==> config.mk <==
export PLATFORM = sky130hd
export DESIGN_NAME = phy_tx
export DESIGN_NICKNAME = d
export VERILOG_FILES = /design/src/rtl/phy_pkg.sv /design/src/rtl/phy_tx_lane.sv /design/src/rtl/phy_tx.sv
export SDC_FILE = /design/constraint.sdc
export NUM_CORES = 1
export LEC_CHECK = 0
export ABC_AREA = 0
export CAP_MARGIN = 25
export CORE_MARGIN = 10
export CORE_UTILIZATION = 25
export CTS_BUF_LIST = sky130_fd_sc_hd__clkbuf_8 sky130_fd_sc_hd__clkbuf_16
export DETAILED_ROUTE_END_ITERATION = 10
export HOLD_SLACK_MARGIN = 0.05
export REMOVE_ABC_BUFFERS = 1
export SLEW_MARGIN = 20
export SYNTH_ARGS = -nofsm -noshare
export SYNTH_HDL_FRONTEND = slang
export SYNTH_SLANG_ARGS = --single-unit
==> constraint.sdc <==
create_clock -name clk_32f -period 1.7 [get_ports clk_32f]
set_clock_uncertainty 0.1 [all_clocks]
set_input_delay 0.34 -clock clk_32f [delete_from_list [all_inputs] [get_ports clk_32f]]
set_output_delay 0.34 -clock clk_32f [all_outputs]
set_load 0.01 [all_outputs]
==> src/rtl/phy_pkg.sv <==
// phy_pkg -- constants and types shared by the PHY transmit and receive sides.
//   COM_SYM            : comma/sync symbol, sent MSB first
//   SYNC_SYMBOLS       : COM symbols sent after reset before any payload
//   WORD_BITS_PER_LANE : payload bits each lane carries per 32-bit word
//   tx_state_e         : serializer state
package phy_pkg;

  localparam logic [7:0] COM_SYM            = 8'hBC;
  localparam int         SYNC_SYMBOLS       = 4;
  localparam int         WORD_BITS_PER_LANE = 16;

  typedef enum logic [1:0] {
    SYNC = 2'd0,
    IDLE = 2'd1,
    DATA = 2'd2
  } tx_state_e;

endpackage

==> src/rtl/phy_tx_lane.sv <==
// phy_tx_lane -- one serial lane: 16-bit load/shift register with a registered
// serial output. When neither loading nor shifting, the lane sends com_bit_i.
//   clk_i     : bit clock
//   rst_ni    : synchronous active-low reset
//   load_i    : capture word_i; its MSB goes out on this same edge
//   shift_i   : send the next stored bit
//   word_i    : payload for this lane, MSB first
//   com_bit_i : filler bit sent when the lane carries no payload
//   ser_o     : registered serial output
module phy_tx_lane
  import phy_pkg::*;
(
  input  logic                          clk_i,
  input  logic                          rst_ni,
  input  logic                          load_i,
  input  logic                          shift_i,
  input  logic [WORD_BITS_PER_LANE-1:0] word_i,
  input  logic                          com_bit_i,
  output logic                          ser_o
);

  localparam int W = WORD_BITS_PER_LANE;

  logic [W-1:0] sr_q, sr_d;
  logic         ser_q, ser_d;

  always_comb begin
    sr_d  = sr_q;
    ser_d = com_bit_i;
    if (load_i) begin
      // MSB leaves immediately; the register keeps the remaining bits.
      ser_d = word_i[W-1];
      sr_d  = {word_i[W-2:0], 1'b0};
    end else if (shift_i) begin
      ser_d = sr_q[W-1];
      sr_d  = {sr_q[W-2:0], 1'b0};
    end
  end

  always_ff @(posedge clk_i) begin
    if (!rst_ni) begin
      sr_q  <= '0;
      ser_q <= 1'b0;
    end else begin
      sr_q  <= sr_d;
      ser_q <= ser_d;
    end
  end

  assign ser_o = ser_q;

endmodule

==> src/rtl/phy_tx.sv <==
// phy_tx -- two-lane serializer with a one-entry holding buffer.
// After reset it sends SYNC_SYMBOLS COM symbols, then at every 8-bit symbol
// boundary it either starts a buffered word (16 bits per lane) or sends COM.
//   clk_32f    : bit clock
//   reset      : synchronous active-low reset
//   data_in    : word to transmit
//   valid_in   : data_in valid; accepted when ready is high
//   ready      : holding buffer empty
//   data_out_0 : lane 0, data[31:24] then data[15:8], MSB first
//   data_out_1 : lane 1, data[23:16] then data[7:0], MSB first
//   active     : lanes carry payload bits
module phy_tx
  import phy_pkg::*;
(
  input  logic        clk_32f,
  input  logic        reset,
  input  logic [31:0] data_in,
  input  logic        valid_in,
  output logic        ready,
  output logic        data_out_0,
  output logic        data_out_1,
  output logic        active
);

  localparam logic [2:0] SYNC_SYMS = 3'(SYNC_SYMBOLS);
  localparam logic [2:0] DATA_SYMS = 3'(WORD_BITS_PER_LANE / 8);

  tx_state_e   state_q, state_d;
  logic [2:0]  cnt_q, cnt_d;     // bit position within the current symbol
  logic [2:0]  sym_q, sym_d;     // symbols started in the current state
  logic        full_q, full_d;
  logic [31:0] buf_q, buf_d;
  logic        active_q, active_d;

  logic        accept, boundary, pick, load, shift, com_bit;

  assign ready    = reset & ~full_q;
  assign accept   = valid_in & ready;
  assign boundary = (cnt_q == 3'd0);
  assign com_bit  = COM_SYM[3'd7 - cnt_q];

  // The symbol decision is taken on the boundary edge itself, so a word
  // buffered on the edge just before a boundary still makes that boundary.
  always_comb begin
    state_d = state_q;
    sym_d   = sym_q;
    cnt_d   = cnt_q + 3'd1;
    full_d  = full_q;
    buf_d   = buf_q;
    pick    = 1'b0;
    load    = 1'b0;
    shift   = 1'b0;

    if (boundary) begin
      pick = 1'b1;
      if (state_q == SYNC && sym_q != SYNC_SYMS) begin
        pick  = 1'b0;
        sym_d = sym_q + 3'd1;
      end else if (state_q == DATA && sym_q != DATA_SYMS) begin
        pick  = 1'b0;
        sym_d = sym_q + 3'd1;
        shift = 1'b1;
      end
      if (pick) begin
        if (full_q) begin
          state_d = DATA;
          sym_d   = 3'd1;
          load    = 1'b1;
          full_d  = 1'b0;
        end else begin
          state_d = IDLE;
        end
      end
    end else if (state_q == DATA) begin
      shift = 1'b1;
    end

    // Accept needs an empty buffer and load needs a full one, so they never
    // collide on the same edge.
    if (accept) begin
      full_d = 1'b1;
      buf_d  = data_in;
    end

    active_d = (state_d == DATA);
  end

  always_ff @(posedge clk_32f) begin
    if (!reset) begin
      state_q  <= SYNC;
      cnt_q    <= 3'd0;
      sym_q    <= 3'd0;
      full_q   <= 1'b0;
      buf_q    <= '0;
      active_q <= 1'b0;
    end else begin
      state_q  <= state_d;
      cnt_q    <= cnt_d;
      sym_q    <= sym_d;
      full_q   <= full_d;
      buf_q    <= buf_d;
      active_q <= active_d;
    end
  end

  phy_tx_lane u_lane0 (
    .clk_i     (clk_32f),
    .rst_ni    (reset),
    .load_i    (load),
    .shift_i   (shift),
    .word_i    ({buf_q[31:24], buf_q[15:8]}),
    .com_bit_i (com_bit),
    .ser_o     (data_out_0)
  );

  phy_tx_lane u_lane1 (
    .clk_i     (clk_32f),
    .rst_ni    (reset),
    .load_i    (load),
    .shift_i   (shift),
    .word_i    ({buf_q[23:16], buf_q[7:0]}),
    .com_bit_i (com_bit),
    .ser_o     (data_out_1)
  );

  assign active = active_q;

endmodule

Word-level counts from Yosys, hierarchy flattened --
Memories as Yosys holds them, arrays and structs flattened. Index checks and enable logic that the tools add are counted.
Word-level totals: register bits 74, bits in latches 0, word-level logic and storage cells 59, bits of input ports 35, memories 1, ROM bits 8, output and inout bits 4, RAM bits 0
Cells by class: reduce and logical (&&, ||, !) cells 8, multiplexer cells 29, div/mod/pow operators 0, bitwise operators 3, magnitude comparators 1, $add $sub $neg 3, eq/ne operators 4, shift-type cells 0, multiply operators 0
Memory list:
- (name not given) | words 8, width 1, read ports 1, clocked after memory_dff 0, wr ports 0, line phy_tx.sv:40 | assign com_bit = COM_SYM[3'd7 - cnt_q];
Operators with widths (count):
- $mux 16 | 4
- $mux 1 | 18
- $mux 3 | 4
- $add 3x1->3 const B | 2
- $mux 2 | 3
- $reduce_bool 2->1 | 3
- $eq 2x2->1 const B | 2
- $lt 3x4->1 const B | 1
- $logic_not 3->1 | 1
- $ne 3x2->1 const B | 1
- $ne 3x3->1 const B | 1
- $sub 3x3->3 const A | 1
- $and 1x1->1 | 2
- $logic_and 1x1->1 | 2
- $logic_not 2->1 | 1
- $reduce_and 2->1 | 1
- $not 1->1 | 1

Depth between registers and ports, before layout --
depth after elaboration 8, mapped depth 8, mapped depth without buffers 6

Cells and area by module --
Synthesis repeated with hierarchy kept, for this count alone.
Second synthesis, totals: cell total of the unflattened synthesis 341, area total of the unflattened synthesis 3350.7 um^2
Modules (own cells, without submodules):
- phy_tx_lane | times used 2, sequential area each 320.3 um^2, area each 842.1 um^2, cells an instance 70
- phy_tx | times used 1, sequential area each 840.8 um^2, area each 1666.6 um^2, cells an instance 201

Least setup slack after synthesis --
No wires, ideal clock.
path type reg2reg, start point register sym_q[0], end point register u_lane0.ser_q, in the netlist u_lane0.ser_o, clock period less this slack 1.868 ns, cell stages (with the launch flop) 8, buffers on the path 2, required time 1.472 ns, setup slack -0.168 ns, data arrival time 1.640 ns, setup time 0.128 ns, path through dfxtp_1 inv_1 ha_1 and3b_1 buf_2 o311ai_4 buf_2 a31oi_1
On the way: cells in the longest elaborated chain, start to end 8, elaborated cells between the ends (all ways) 14, classes of those cells eq/ne (2); mux (10); reduce/logical (2)
Ends and longest elaborated chain:
- from (decl) | line phy_tx.sv:30 | logic [2:0] sym_q, sym_d;
- from (signal assigned) | line phy_tx.sv:99 | sym_q <= sym_d;
- $ne 3x2->1 | line phy_tx.sv:59 | end else if (state_q == DATA && sym_q != DATA_SYMS) begin
- $logic_and 1x1->1 | line phy_tx.sv:59
- $mux 1 | line phy_tx.sv:59
- $mux 1 | line phy_tx.sv:56 | if (state_q == SYNC && sym_q != SYNC_SYMS) begin
- $mux 1 | line phy_tx.sv:54 | if (boundary) begin
- $mux 1 | line phy_tx.sv:64 | if (pick) begin
- $mux 1 | line phy_tx.sv:54
- $mux 1 (*) | line phy_tx_lane.sv:30 | if (load_i) begin
- to (signal assigned) | line phy_tx_lane.sv:46 | ser_q <= ser_d;
- to (decl) | line phy_tx_lane.sv:25 | logic ser_q, ser_d;
Mark *: on every way between the ends. The rest lies on a longest branch, timed or not. The select of a mux whose other input is x is not followed. A chain may end at the register's enable or synchronous reset.

Final worst setup path --
Same ends and word-level chain as after synthesis.

==> run metrics <==
Post-Syn Area=0.00299 mm^2; ys async rst share=0; fin area=0.00427 mm^2; clk sink count=74; worst slew pin tran=0.695 ns; Total Power=4.07 mW; synth cell count leaders=74 x dfxtp_1, 71 x nand2_1, 37 x o21ai_0; worst min path class=reg2reg; DR pass1 iterations=4; Nets=440; Root Buffer Master=clkbuf_16; GR Overflow Total=0; Crit path arrival time=1.99 ns; RSZ-0062 raised after global routing=yes; # DRC=0; number of antenna-violating nets in the routed design=0; Tmin final=1.84 ns; clock buffer depth=2; GPL Wtd Cong=0.673; top cells by area, synth=dfxtp_1 49%, mux2i_1 10%, nand2_1 8.9%; Critical Path Start Type=register; Die W=129 um; largest net degree at the start of global routing=74; EDFF count, synth=0; H-tree levels=3; post-synth top area cell=dfxtp_1; total area of sequential cells=0.00149 mm^2; clk slew on worst S/H paths=0.06 ns; routed vias=2432; Fillers=1132; Crit path required time=1.85 ns; NetSw=1.01 mW; Die Y-Extent=129 um; DR WL/cell=12.6 um; Slew HR=0.537; most frequent cell after synthesis=dfxtp_1; number of antenna violations at the first check in global routing=0; CTS tree=built; post-synth cell types=30; share of Yosys cell area claimed by the top area cell type=0.495; Sw Share=0.247; Starting Density=0.259; Fmax=544 MHz; GRT Util Overall=0.0814; Die Area=0.0168 mm^2; failing checks=negative setup slack; Core Util, Final=0.369; PortBufs=38; share of post-route cells with drive strength above 1=0.200; outcome=finished with violations; yosys warns=0; Max FO, Critical Path=8; FF+latch count, synth=74; Power Internal=3.06 mW; # setup viols final=36; Num CTS Buffers=9; I/O Pins=39; clock network fraction of total power=0.440; Iter 0 DRT Violations=58; Leakage=1.52 nW; DP Area=0.00363 mm^2; Synth Instances=340; crit share post-route=1.08; final hold violations=0; Placed Instances=515; final WL=6.87 mm; Max VDD drop=510 uV; post-route insts no fill=547; Worst-Skew Late Latency=0.33 ns; row count=39; multi-input logic area=0.00148 mm^2; first-pass GRT wire length=11.1 mm; Mean Syn Cell Area=8.81 um^2; Power Density=953 mW/mm^2; HPWL Detailed=4.43 mm; Seq/Total Area, Yosys=0.495; Final Max Slew Viols=0; diode count=0; CORE AREA=0.0116 mm^2; Combinational Power Share=0.100; number of global-route vias before repair=2372; CP endpoint kind=register; Via density=4.45; Seq pwr share=0.460; max_cap viols=0; Syn-to-layout area delta=42.7%; PnR worst setup slack=-0.138 ns; Post-CTS Hold Buffers=0; prevailing post-synth register cell=dfxtp_1; kind of critical path=reg2reg; pre-CTS WS=-0.203 ns
critical path, cell delays in order, from the launching register on:
cell,delay [ns]
dfxtp_2,0.36
inv_4,0.05
ha_4,0.15
and3b_2,0.24
o311ai_4,0.29
buf_6,0.19
buf_8,0.14
o21ai_2,0.05
a31oi_1,0.18
power groups by stage:
stage / Combinational [mW] / Sequential, mW / Clock, mW
4_1_cts: 0.382 / 1.86 / 1.83
5_1_grt: 0.456 / 1.88 / 1.92
3_5_place_dp: 0.355 / 1.90 / 0
2_1_floorplan: 0.145 / 1.89 / 0
3_3_place_gp: 0.347 / 1.90 / 0
6_report: 0.408 / 1.87 / 1.79
per-layer routing:
metal,wire [um],GRT usage
met4,150,0.0337
met1,3390,0.104
met2,3060,0.125
met5,0,0
met3,257,0.0245
cells by family after synthesis:
logic type / after synthesis / share of synthesized area
compound gates: 103 / 0.187
simple gates: 94 / 0.137
flops: 74 / 0.495
buf+inv: 31 / 0.0493
mux: 30 / 0.100
fa+ha+maj: 6 / 0.0251
xor+xnor: 2 / 0.00585
what timing repair did:
| action | 4_1_cts | 5_1_grt |
|---|---|---|
| buffers inserted | 5 | 6 |
| resized for setup | 29 | 27 |
| pin swaps | 4 | 6 |
| setup endpoints to repair | 40 | 39 |
| cloned | 2 | 4 |
path summary, 6_finish.rpt:
kind | slack (ns) | endpoint | cells after the start | from
min reg2reg | 0.35 | u_lane1.sr_q[1] | 2 | buf_q[0]
max | -0.14 | u_lane0.ser_o | 8 | sym_q[0]
max reg2reg | -0.14 | u_lane0.ser_o | 8 | sym_q[0]
min | 0.35 | u_lane1.sr_q[1] | 2 | buf_q[0]
state kept, by name, summed over array words and instances (netlist names):
register       cells
active             1
buf_q             32
cnt_q              3
full_q             1
state_q            2
sym_q              3
u_lane0.ser_o      1
u_lane0.sr_q      15
u_lane1.ser_o      1
u_lane1.sr_q      15
final cells by class:
type | count | area share
clock buffer | 9 | 0.0527
clock inverter | 7 | 0.0146
inverter | 4 | 0.00410
multi-input combinational | 235 | 0.347
sequential | 74 | 0.349
tap | 143 | 0.0419
timing repair buffer | 75 | 0.191
per-stage QoR:
stage / TNS [ns] / hold WS, ns
2_1_floorplan: -43.44 / 0.333
5_1_grt: -6.65 / 0.377
3_3_place_gp: -2.96 / 0.348
3_5_place_dp: -5.39 / 0.353
6_report: -3.24 / 0.352
4_1_cts: -2.63 / 0.361
placed cells by master, fill, tap and decap left out, types with 3 or more instances in the layout:
cell type	instances
o21ai_0	35
buf_8	3
nand2_1	71
clkbuf_16	12
a21oi_1	26
and2_1	3
o21ai_1	27
dfxtp_2	3
buf_6	4
dfxtp_1	70
o21ai_2	3
mux2i_1	28
ha_1	3
clkinv_4	3
nand3b_1	3
nor2_1	4
clkdlybuf4s50_1	36
buf_12	6
buf_4	21
Note: power is estimated with default switching activity, not from simulation.
